[config.mk]
export PLATFORM = sky130hd
export DESIGN_NAME = pipe_ctrl_unit
export DESIGN_NICKNAME = d
export VERILOG_FILES = /design/src/rtl/ctrl_pkg.sv /design/src/rtl/ctrl_decode.sv /design/src/rtl/pipe_ctrl_unit.sv
export SDC_FILE = /design/constraint.sdc
export NUM_CORES = 1
export LEC_CHECK = 0
export CORE_UTILIZATION = 38
export CTS_CLUSTER_DIAMETER = 120
export DETAILED_ROUTE_END_ITERATION = 8
export PLACE_DENSITY = 0.83
export SYNTH_ARGS = -nofsm -noshare
export SYNTH_HDL_FRONTEND = slang
export SYNTH_SLANG_ARGS = --single-unit
[constraint.sdc]
create_clock -name clk_i -period 6.6 [get_ports clk_i]
set_clock_uncertainty 0.15 [all_clocks]
set_input_delay 1.98 -clock clk_i [delete_from_list [all_inputs] [get_ports clk_i]]
set_output_delay 1.98 -clock clk_i [all_outputs]
set_load 0.005 [all_outputs]
[src/rtl/ctrl_pkg.sv]
// Shared opcode constants, ALUOp encodings, control bundle and FSM states for the
// ID-stage control unit.
package ctrl_pkg;

  localparam logic [6:0] OpR      = 7'b0110011;
  localparam logic [6:0] OpImm    = 7'b0010011;
  localparam logic [6:0] OpLoad   = 7'b0000011;
  localparam logic [6:0] OpStore  = 7'b0100011;
  localparam logic [6:0] OpBranch = 7'b1100011;
  localparam logic [6:0] OpJal    = 7'b1101111;
  localparam logic [6:0] OpJalr   = 7'b1100111;
  localparam logic [6:0] OpLui    = 7'b0110111;
  localparam logic [6:0] OpAuipc  = 7'b0010111;

  localparam logic [6:0] F7MulDiv = 7'b0000001;

  localparam logic [1:0] AluNone   = 2'b00;
  localparam logic [1:0] AluBranch = 2'b01;
  localparam logic [1:0] AluR      = 2'b10;
  localparam logic [1:0] AluImm    = 2'b11;

  typedef struct packed {
    logic [1:0] aluop;
    logic       alusrc;
    logic       regwrite;
    logic       memtoreg;
    logic       memread;
    logic       memwrite;
    logic       branch;
    logic       jump;
    logic       mul;
  } ctrl_t;

  typedef enum logic [0:0] {
    StRun,
    StMulBusy
  } state_e;

  // All-zero bundle used for bubbles and unknown opcodes.
  function automatic ctrl_t ctrl_none();
    ctrl_t c;
    c = '0;
    return c;
  endfunction

endpackage

[src/rtl/ctrl_decode.sv]
// Combinational opcode/funct7 decoder producing the control bundle and source-use flags.
// M-ext recognition is present only when PIPE_CTRL_MULDIV_EN is defined.
module ctrl_decode
  import ctrl_pkg::*;
(
  input  logic [6:0] op_i,
  input  logic [6:0] funct7_i,
  output ctrl_t      ctrl_o,
  output logic       uses_rs1_o,
  output logic       uses_rs2_o,
  output logic       illegal_o
);

  always_comb begin
    ctrl_o     = ctrl_none();
    uses_rs1_o = 1'b1;
    uses_rs2_o = 1'b0;
    illegal_o  = 1'b0;
    case (op_i)
      OpR: begin
        ctrl_o.aluop    = AluR;
        ctrl_o.regwrite = 1'b1;
        uses_rs2_o      = 1'b1;
`ifdef PIPE_CTRL_MULDIV_EN
        ctrl_o.mul      = (funct7_i == F7MulDiv);
`endif
      end
      OpImm: begin
        ctrl_o.aluop    = AluImm;
        ctrl_o.alusrc   = 1'b1;
        ctrl_o.regwrite = 1'b1;
      end
      OpLoad: begin
        ctrl_o.aluop    = AluImm;
        ctrl_o.alusrc   = 1'b1;
        ctrl_o.regwrite = 1'b1;
        ctrl_o.memtoreg = 1'b1;
        ctrl_o.memread  = 1'b1;
      end
      OpStore: begin
        ctrl_o.aluop    = AluImm;
        ctrl_o.alusrc   = 1'b1;
        ctrl_o.memwrite = 1'b1;
        uses_rs2_o      = 1'b1;
      end
      OpBranch: begin
        ctrl_o.aluop  = AluBranch;
        ctrl_o.branch = 1'b1;
        uses_rs2_o    = 1'b1;
      end
      OpJal: begin
        ctrl_o.jump     = 1'b1;
        ctrl_o.regwrite = 1'b1;
        uses_rs1_o      = 1'b0;
      end
      OpJalr: begin
        ctrl_o.jump     = 1'b1;
        ctrl_o.regwrite = 1'b1;
      end
      OpLui, OpAuipc: begin
        ctrl_o.alusrc   = 1'b1;
        ctrl_o.regwrite = 1'b1;
        uses_rs1_o      = 1'b0;
      end
      default: begin
        // Unknown opcodes read nothing so they never cause a spurious stall.
        illegal_o  = 1'b1;
        uses_rs1_o = 1'b0;
      end
    endcase
  end

`ifndef PIPE_CTRL_MULDIV_EN
  logic unused_funct7;
  assign unused_funct7 = ^funct7_i;
`endif

endmodule

[src/rtl/pipe_ctrl_unit.sv]
// ID-stage control unit with ID/EX control register, load-use hazard stall, flush kill flag
// and multi-cycle M-ext hold. M-ext support is enabled by defining PIPE_CTRL_MULDIV_EN.
module pipe_ctrl_unit
  import ctrl_pkg::*;
#(
  parameter int unsigned REG_AW  = 5,
  parameter int unsigned MUL_LAT = 4
) (
  input  logic              clk_i,
  input  logic              rst_i,
  input  logic              id_valid_i,
  input  logic [6:0]        op_i,
  input  logic [6:0]        funct7_i,
  input  logic [REG_AW-1:0] rs1_i,
  input  logic [REG_AW-1:0] rs2_i,
  input  logic [REG_AW-1:0] rd_i,
  input  logic              flush_i,
  output logic              stall_o,
  output logic              ex_valid_o,
  output logic [1:0]        ex_aluop_o,
  output logic              ex_alusrc_o,
  output logic              ex_regwrite_o,
  output logic              ex_memtoreg_o,
  output logic              ex_memread_o,
  output logic              ex_memwrite_o,
  output logic              ex_branch_o,
  output logic              ex_jump_o,
  output logic [REG_AW-1:0] ex_rd_o,
  output logic              ex_mul_o,
  output logic              ex_mul_done_o,
  output logic              ex_illegal_o
);

  ctrl_t id_ctrl;
  logic  id_uses_rs1;
  logic  id_uses_rs2;
  logic  id_illegal;

  ctrl_decode u_decode (
    .op_i       (op_i),
    .funct7_i   (funct7_i),
    .ctrl_o     (id_ctrl),
    .uses_rs1_o (id_uses_rs1),
    .uses_rs2_o (id_uses_rs2),
    .illegal_o  (id_illegal)
  );

  ctrl_t             ex_ctrl_q, ex_ctrl_d;
  logic              ex_valid_q, ex_valid_d;
  logic              ex_illegal_q, ex_illegal_d;
  logic [REG_AW-1:0] ex_rd_q, ex_rd_d;
  logic              kill_q, kill_d;
  state_e            state_q;
  logic              mul_done_q;

  logic busy;
  logic rs_match;
  logic hazard;
  logic load_bubble;

  assign busy = (state_q == StMulBusy);

  always_comb begin
    rs_match = (id_uses_rs1 && (rs1_i == ex_rd_q)) || (id_uses_rs2 && (rs2_i == ex_rd_q));
    hazard   = ex_valid_q && ex_ctrl_q.memread && (ex_rd_q != '0) && id_valid_i && !kill_q &&
               rs_match;
    load_bubble = !id_valid_i || flush_i || kill_q || hazard;
    // A flush outranks the hazard: the killed instruction need not wait for its operand.
    stall_o  = busy || (hazard && !flush_i);
  end

  always_comb begin
    ex_ctrl_d    = ex_ctrl_q;
    ex_valid_d   = ex_valid_q;
    ex_illegal_d = ex_illegal_q;
    ex_rd_d      = ex_rd_q;
    if (!busy) begin
      if (load_bubble) begin
        ex_ctrl_d    = ctrl_none();
        ex_valid_d   = 1'b0;
        ex_illegal_d = 1'b0;
        ex_rd_d      = '0;
      end else begin
        ex_ctrl_d    = id_ctrl;
        ex_valid_d   = !id_illegal;
        ex_illegal_d = id_illegal;
        ex_rd_d      = id_illegal ? '0 : rd_i;
      end
    end
  end

  // The kill flag only survives while EX is held; any accepting cycle consumes it.
  assign kill_d = busy && (kill_q || flush_i);

  always_ff @(posedge clk_i) begin
    if (rst_i) begin
      ex_ctrl_q    <= ctrl_none();
      ex_valid_q   <= 1'b0;
      ex_illegal_q <= 1'b0;
      ex_rd_q      <= '0;
      kill_q       <= 1'b0;
    end else begin
      ex_ctrl_q    <= ex_ctrl_d;
      ex_valid_q   <= ex_valid_d;
      ex_illegal_q <= ex_illegal_d;
      ex_rd_q      <= ex_rd_d;
      kill_q       <= kill_d;
    end
  end

`ifdef PIPE_CTRL_MULDIV_EN
  localparam int unsigned CntW = (MUL_LAT > 1) ? $clog2(MUL_LAT) : 1;

  logic [CntW-1:0] cnt_q;
  logic            mul_load;

  assign mul_load = !busy && !load_bubble && id_ctrl.mul;

  always_ff @(posedge clk_i) begin
    if (rst_i) begin
      state_q    <= StRun;
      cnt_q      <= '0;
      mul_done_q <= 1'b0;
    end else begin
      unique case (state_q)
        StRun: begin
          mul_done_q <= 1'b0;
          if (mul_load) begin
            if (MUL_LAT > 1) begin
              state_q <= StMulBusy;
              cnt_q   <= CntW'(MUL_LAT - 1);
            end else begin
              mul_done_q <= 1'b1;
            end
          end
        end
        StMulBusy: begin
          cnt_q <= cnt_q - 1'b1;
          if (cnt_q == CntW'(1)) begin
            state_q    <= StRun;
            mul_done_q <= 1'b1;
          end
        end
        default: state_q <= StRun;
      endcase
    end
  end
`else
  assign state_q    = StRun;
  assign mul_done_q = 1'b0;
`endif

  assign ex_valid_o    = ex_valid_q;
  assign ex_aluop_o    = ex_ctrl_q.aluop;
  assign ex_alusrc_o   = ex_ctrl_q.alusrc;
  assign ex_regwrite_o = ex_ctrl_q.regwrite;
  assign ex_memtoreg_o = ex_ctrl_q.memtoreg;
  assign ex_memread_o  = ex_ctrl_q.memread;
  assign ex_memwrite_o = ex_ctrl_q.memwrite;
  assign ex_branch_o   = ex_ctrl_q.branch;
  assign ex_jump_o     = ex_ctrl_q.jump;
  assign ex_rd_o       = ex_rd_q;
  assign ex_mul_o      = ex_ctrl_q.mul;
  assign ex_mul_done_o = mul_done_q;
  assign ex_illegal_o  = ex_illegal_q;

endmodule
==> results of run 1 <==
==> cell usage in the layout (no fill, tap or decap), drive strengths merged <==
| cell | n |
|---|---|
| inv | 1 |
| nand2 | 5 |
| nand3b | 1 |
| o2111ai | 1 |
| xnor2 | 10 |
| nand4 | 4 |
| nand3 | 2 |
| and3b | 2 |
| buf | 1 |
| and2 | 1 |
| nand4b | 1 |
| clkbuf | 3 |
| a21oi | 2 |
| o21bai | 1 |
| o32ai | 1 |
| clkinv | 1 |
| o31ai | 2 |
| clkdlybuf4s50 | 42 |
| or4 | 4 |
| nor2b | 2 |
| and4bb | 1 |
| nor4 | 3 |
| nor4b | 5 |
| conb | 2 |
| a22o | 1 |
| nor3 | 7 |
| nand2b | 1 |
| nor3b | 2 |
| dfxtp | 15 |
| o211ai | 1 |
| nor2 | 5 |
| o21ai | 2 |
==> routing by layer <==
metal  vias to the layer above  part of all wire  global-route usage
met3                         4             0.073              0.0343
met4                         0             0.013              0.0735
met5                         -                 0                   0
met1                       375              0.47               0.235
met2                        44              0.44               0.297
li1                        416                 -                   -
==> power by group through the flow <==
stage          clock network (µW)  logic, µW  registers [µW]
4_1_cts                      52.6       33.6            91.3
6_report                     50.7       33.8            91.3
2_1_floorplan                   0       15.0            93.5
3_5_place_dp                    0       33.4            93.4
5_1_grt                      58.5       36.3            91.4
3_3_place_gp                    0       32.8            93.4
==> sequential cells by signal, summed over array words and instances (netlist names) <==
register and flops:
ex_branch_o 1, ex_rd_o 5, ex_alusrc_o 1, ex_illegal_o 1, ex_aluop_o 2, ex_valid_o 1, ex_jump_o 1, ex_memtoreg_o 1
ex_regwrite_o 1, ex_memwrite_o 1
==> stage by stage <==
stage | total power [µW] | instance area, µm²
4_1_cts | 178 | 1290
5_1_grt | 186 | 1290
6_report | 176 | 1290
3_5_place_dp | 127 | 1270
2_1_floorplan | 108 | 851
3_3_place_gp | 126 | 1270
==> final timing paths <==
| path | start | to |
|---|---|---|
| worst max register to register | ex_rd_o[0]$_SDFF_PP0_ | ex_regwrite_o$_SDFF_PP0_ |
| worst min register to register | ex_valid_o$_SDFF_PP0_ | ex_valid_o$_SDFF_PP0_ |
| worst max-delay path | op_i[6] | stall_o |
| worst min-delay path | ex_valid_o$_SDFF_PP0_ | ex_valid_o$_SDFF_PP0_ |
==> layout make-up <==
cell class | count | area, µm² | area share
Multi-Input combinational cell | 69 | 502 | 0.387
Timing Repair Buffer | 43 | 428 | 0.330
Sequential cell | 15 | 300 | 0.232
Tap cell | 27 | 33.8 | 0.0261
Clock buffer | 3 | 22.5 | 0.0174
Clock inverter | 1 | 5.00 | 0.00386
Inverter | 1 | 3.75 | 0.00290
==> worst register-to-register path: stages, from the launching register on <==
cell     delay (ns)
dfxtp_1        0.43
xnor2_1        0.15
nand4_1        0.18
o31ai_2        0.88
nor3_1         0.13
==> logic make-up (layout without fill, tap and decap cells) <==
family	after synthesis	after routing	share of synthesized area
compound gates	11	11	0.117
simple gates	46	46	0.363
other cells	1	2	0.00443
xor+xnor	10	10	0.103
flops	15	15	0.355
buf+inv	8	48	0.0576
==> impl_metrics.toml, run 1 <==
[clock_network]
cts_post_setup_buffers_inserted = 0
insertion_delay_ns = 0.28
htreeDepth = 1
ctsHoldBuffers = 0
cts_max_path_buffers = 2
cts_resized = 0
cts_sinks = 15
clkSlewWorstSetupHoldPaths_ns = 0.08
cts_made_buffers = 3
root_buffer = "clkbuf_4"
cts_tree = "yes"

[synthesis]
async_flop_share = 0
synthTopCellsByArea = "dfxtp_1 35%, xnor2_1 10%, nor3_1 3.5%, nor4b_2 3.5%, o2111ai_4 3.1%"
synth_warnings = 0
syn_inst = 91
synth_edf_count = 0
yosysSeqAreaShare = 0.355
synth.largest_area_cell = "dfxtp_1"
ys_ff_latch = 15
synth.avg_cell_area_um2 = 9.31
synth_cell_types = 35
yosys-top-cells-count = "15 x dfxtp_1, 10 x xnor2_1, 6 x nor3_1"
synth_most_common_cell = "dfxtp_1"
synth_ff_type = "dfxtp_1"
synth_top_area_share = 0.355
syn_area_um2 = 847

[floorplanning]
core_um2 = 2020
dieArea_um2 = 2420
start_util = 0.419
ios = 52
die_x_um = 49.2
die_y_um = 49.2
placement_rows = 16

[min_path]
hold_path.class = "flip-flop to flip-flop"
hold_path_depth = 3

[place]
pre_cts_slack_ns = 0.373
place.detailed.hpwl_um = 1610
gp_congestion = 0.863
portBuffers = 42
dp_cells = 155

[setup_path]
cpLargestDelayFamily = "buffers and inverters"
cp_slowest_stage_delay_ns = 0.66
worst-path-buf-inv = 2
crit_required_ns = 4.47
worst-r2r-cell-count = 4
setup.worst_path.start_class = "input port"
path_cells = "clkdlybuf4s50_1 > and3b_1 > nor2_1 > or4_1 > a21oi_1 > clkdlybuf4s50_1"
critPathCaptureType = "output port"
crit_cells = 6
arrival_ns = 4.13
cpMaxStageDelayCell = "clkdlybuf4s50_1"
r2r_slack_ns = 4.53
path_max_fanout = 10
cpMostUsedCell = "clkdlybuf4s50_1"
critPathKind = "input port to output port"

[finish]
final_util = 0.640
diodes = 0
area_growth_pct = 52.9
drive_gt1_frac = 0.0909
final_nets = 166
instances_no_fill = 159
fillers = 187

[power_and_ir_drop]
p_leak_uw = 0.000405
p_per_area_nw_per_um2 = 136
swShare = 0.236
switchingPower_uw = 41.6
p_int_uw = 134
power_frac_seq = 0.520
clockPowerShare = 0.288
comb_power_share = 0.192
ir_worst_vdd_mv = 0.111

[sta]
timing.slew.headroom = 0.344
tightest_slew_ns = 0.978
holdWs_ns = 0.598
period_share = 0.949
fin_setup_tns_ns = 0
setup_viol = 0
maxSlewViolCount = 0
setup_ws_ns = 0.337
rsz0062_at_grt = "no"
hold_viol_final = 0
min_period_ns = 6.26
max_freq_mhz = 160

[global_routing]
grt_overflow = 0
grt_max_degree = 13
grt_first_pass_wirelength_um = 3470
antenna_found_initial = 0
grt_use_total = 0.183
grt_pass1_vias = 759

[run]
drv_cap = 0

[routing]
drc = 0
wire_per_inst_um = 13.5
routed_wl_um = 2140
viasPerCell = 5.28
drt_iter0_markers = 15
vias = 839
dr.pass1.iters = 4
ant_nets = 0

[run_status]
status = "complete, no violations"
Note: power is estimated with default switching activity, not from simulation.
==> run 2, diff against run 1 <==
--- a/config.mk
+++ b/config.mk
@@ -7,6 +7,7 @@
 export LEC_CHECK = 0
 export CORE_UTILIZATION = 38
 export CTS_CLUSTER_DIAMETER = 120
+export CTS_CLUSTER_SIZE = 16
 export DETAILED_ROUTE_END_ITERATION = 8
 export PLACE_DENSITY = 0.83
 export SYNTH_ARGS = -nofsm -noshare
==> results of run 2 <==
The final DEF is identical to that of run 1; final timing and power are the same.
==> run 3, diff against run 2 <==
--- a/config.mk
+++ b/config.mk
@@ -5,6 +5,7 @@
 export SDC_FILE = /design/constraint.sdc
 export NUM_CORES = 1
 export LEC_CHECK = 0
+export ABC_AREA = 1
 export CORE_UTILIZATION = 38
 export CTS_CLUSTER_DIAMETER = 120
 export CTS_CLUSTER_SIZE = 16
==> constraint.sdc (replaced) <==
create_clock -name clk_i -period 6.6 [get_ports clk_i]
set_clock_uncertainty 0.15 [all_clocks]
set_input_delay 0.99 -clock clk_i [delete_from_list [all_inputs] [get_ports clk_i]]
set_output_delay 0.99 -clock clk_i [all_outputs]
set_load 0.005 [all_outputs]
==> run 3 against run 2 <==
Compared with the run above: non-clock buffer count fell by 1; cell area rose by 0.39%; flip-flop and latch count did not move; clock power rose by 3%; routed wire length fell by 4.2%; fmax rose by 58%; total power fell by 0.48%; synthesized cell count rose by 41%; critical path type unchanged; largest power group unchanged.
==> impl_metrics.toml, run 3 <==
[setup_path]
path_max_fanout = 6
critPathCaptureType = "output port"
critPathKind = "input port to output port"
setup.worst_path.start_class = "input port"
crit_required_ns = 5.46
arrival_ns = 2.82

[clock_network]
cts_made_buffers = 3
cts_resized = 0
ctsHoldBuffers = 0
insertion_delay_ns = 0.28
clkSlewWorstSetupHoldPaths_ns = 0.09
htreeDepth = 1
root_buffer = "clkbuf_4"
cts_max_path_buffers = 2
cts_sinks = 15
cts_tree = "yes"
cts_post_setup_buffers_inserted = 0

[floorplanning]
ios = 52
die_y_um = 48.9
start_util = 0.414
die_x_um = 48.9
dieArea_um2 = 2390
placement_rows = 16
core_um2 = 2020

[routing]
drt_iter0_markers = 8
ant_nets = 0
wire_per_inst_um = 10.3
viasPerCell = 4.52
dr.pass1.iters = 4
routed_wl_um = 2050
vias = 899
drc = 0

[finish]
area_growth_pct = 55.3
fillers = 180
drive_gt1_frac = 0.0872
largest_reg_flops = 5
mostFrequentLayoutCell = "clkdlybuf4s50_1"
diodes = 0
final_cell_mix = "42 x clkdlybuf4s50_1, 30 x nor2_1, 26 x nand2_1"
final_nets = 206

[sta]
hold_viol_final = 0
rsz0062_at_grt = "no"
holdWs_ns = 0.632
maxSlewViolCount = 0
max_freq_mhz = 252
min_period_ns = 3.96
period_share = 0.600
fin_setup_tns_ns = 0
setup_viol = 0

[synthesis]
yosys-top-cells-count = "30 x nor2_1, 26 x nand2_1, 23 x inv_1"
synthTopCellsByArea = "dfxtp_1 36%, nor2_1 13%, nand2_1 12%, inv_1 10%, xnor2_1 3.1%"
syn_area_um2 = 837
synth_edf_count = 0
ys_ff_latch = 15
synth_warnings = 0
synth_most_common_cell = "nor2_1"
synth.avg_cell_area_um2 = 6.54
syn_inst = 128
synth.largest_area_cell = "dfxtp_1"
synth_top_area_share = 0.359
yosysSeqAreaShare = 0.359
async_flop_share = 0
synth_cell_types = 22
synth_ff_type = "dfxtp_1"

[global_routing]
antenna_found_initial = 0
grt_pass1_vias = 856
grt_use_total = 0.194
grt_overflow = 0
grt_first_pass_wirelength_um = 3550
grt_max_degree = 10

[min_path]
hold_path.class = "flip-flop to flip-flop"

[place]
portBuffers = 42
place.detailed.hpwl_um = 1760
gp_congestion = 0.887

[power_and_ir_drop]
p_leak_uw = 0.000617
ir_worst_vdd_mv = 0.105
p_per_area_nw_per_um2 = 135

[run_status]
status = "complete, no violations"

[run]
drv_cap = 0
-- run 3: stage by stage --
stage	setup slack (ns)	cell area, µm²	instances	util	total power [µW]
final	2.64	1300	199	0.643	175
after detailed placement	2.65	1270	195	0.629	125
after floorplan	3.75	841	129	-	106
after global placement	2.71	1270	195	0.629	124
after CTS	2.64	1300	199	0.643	177
after global routing	2.46	1300	199	0.643	187
-- run 3: kinds of logic (layout without fill, tap and decap cells) --
family	count (synthesis)	count (layout)	share of synthesized area
and+or+nand+nor	73	73	0.387
DFF	15	15	0.359
other	1	2	0.00448
buffers and inverters	29	72	0.149
xor gates and xnor gates	6	6	0.0628
AOI/OAI and AO/OA	4	4	0.0374
-- run 3: critical path, cell delays in order --
cell and delay [ns]:
clkdlybuf4s50_1 0.58, nand3_1 0.14, nor2_1 0.16, nor2_1 0.06, nand2_1 0.06, nand2_1 0.06, nand2_1 0.07, nand2_2 0.08
nor2_1 0.09, clkdlybuf4s50_1 0.51
-- run 3: area by class of cell --
class | instances | area [µm²] | share of cell area
flip-flops and latches | 15 | 300 | 0.231
multi-input cells | 85 | 415 | 0.320
clock inverters | 1 | 5.00 | 0.00385
clock buffers | 3 | 22.5 | 0.0173
well taps | 27 | 33.8 | 0.0260
inverters | 26 | 103 | 0.0789
repair buffers | 42 | 420 | 0.323
-- run 3: layer usage --
layer  part of all wire  global-route usage  vias to the layer above
met5                  0                   0                        -
met3              0.058              0.0592                        6
met2               0.52               0.347                       37
met1               0.40               0.206                      392
li1                   -                   -                      464
met4              0.024              0.0931                        0
-- run 3: where the power goes --
part	internal [µW]	switching [µW]
Combinational	18.8	12.9
Sequential	91.0	0.318
Clock	22.5	29.4
Total	132	42.6
-- run 3: path summary, 6_finish.rpt --
path	start	endpoint	slack (ns)	cells after the start
worst max-delay path	op_i[4]	stall_o	2.64	10
worst min-delay path	ex_valid_o$_SDFF_PP0_	ex_illegal_o$_SDFF_PP0_	0.63	5
worst max register to register	ex_rd_o[1]$_SDFF_PP0_	ex_rd_o[4]$_SDFF_PP0_	5.12	11
worst min register to register	ex_valid_o$_SDFF_PP0_	ex_illegal_o$_SDFF_PP0_	0.63	5
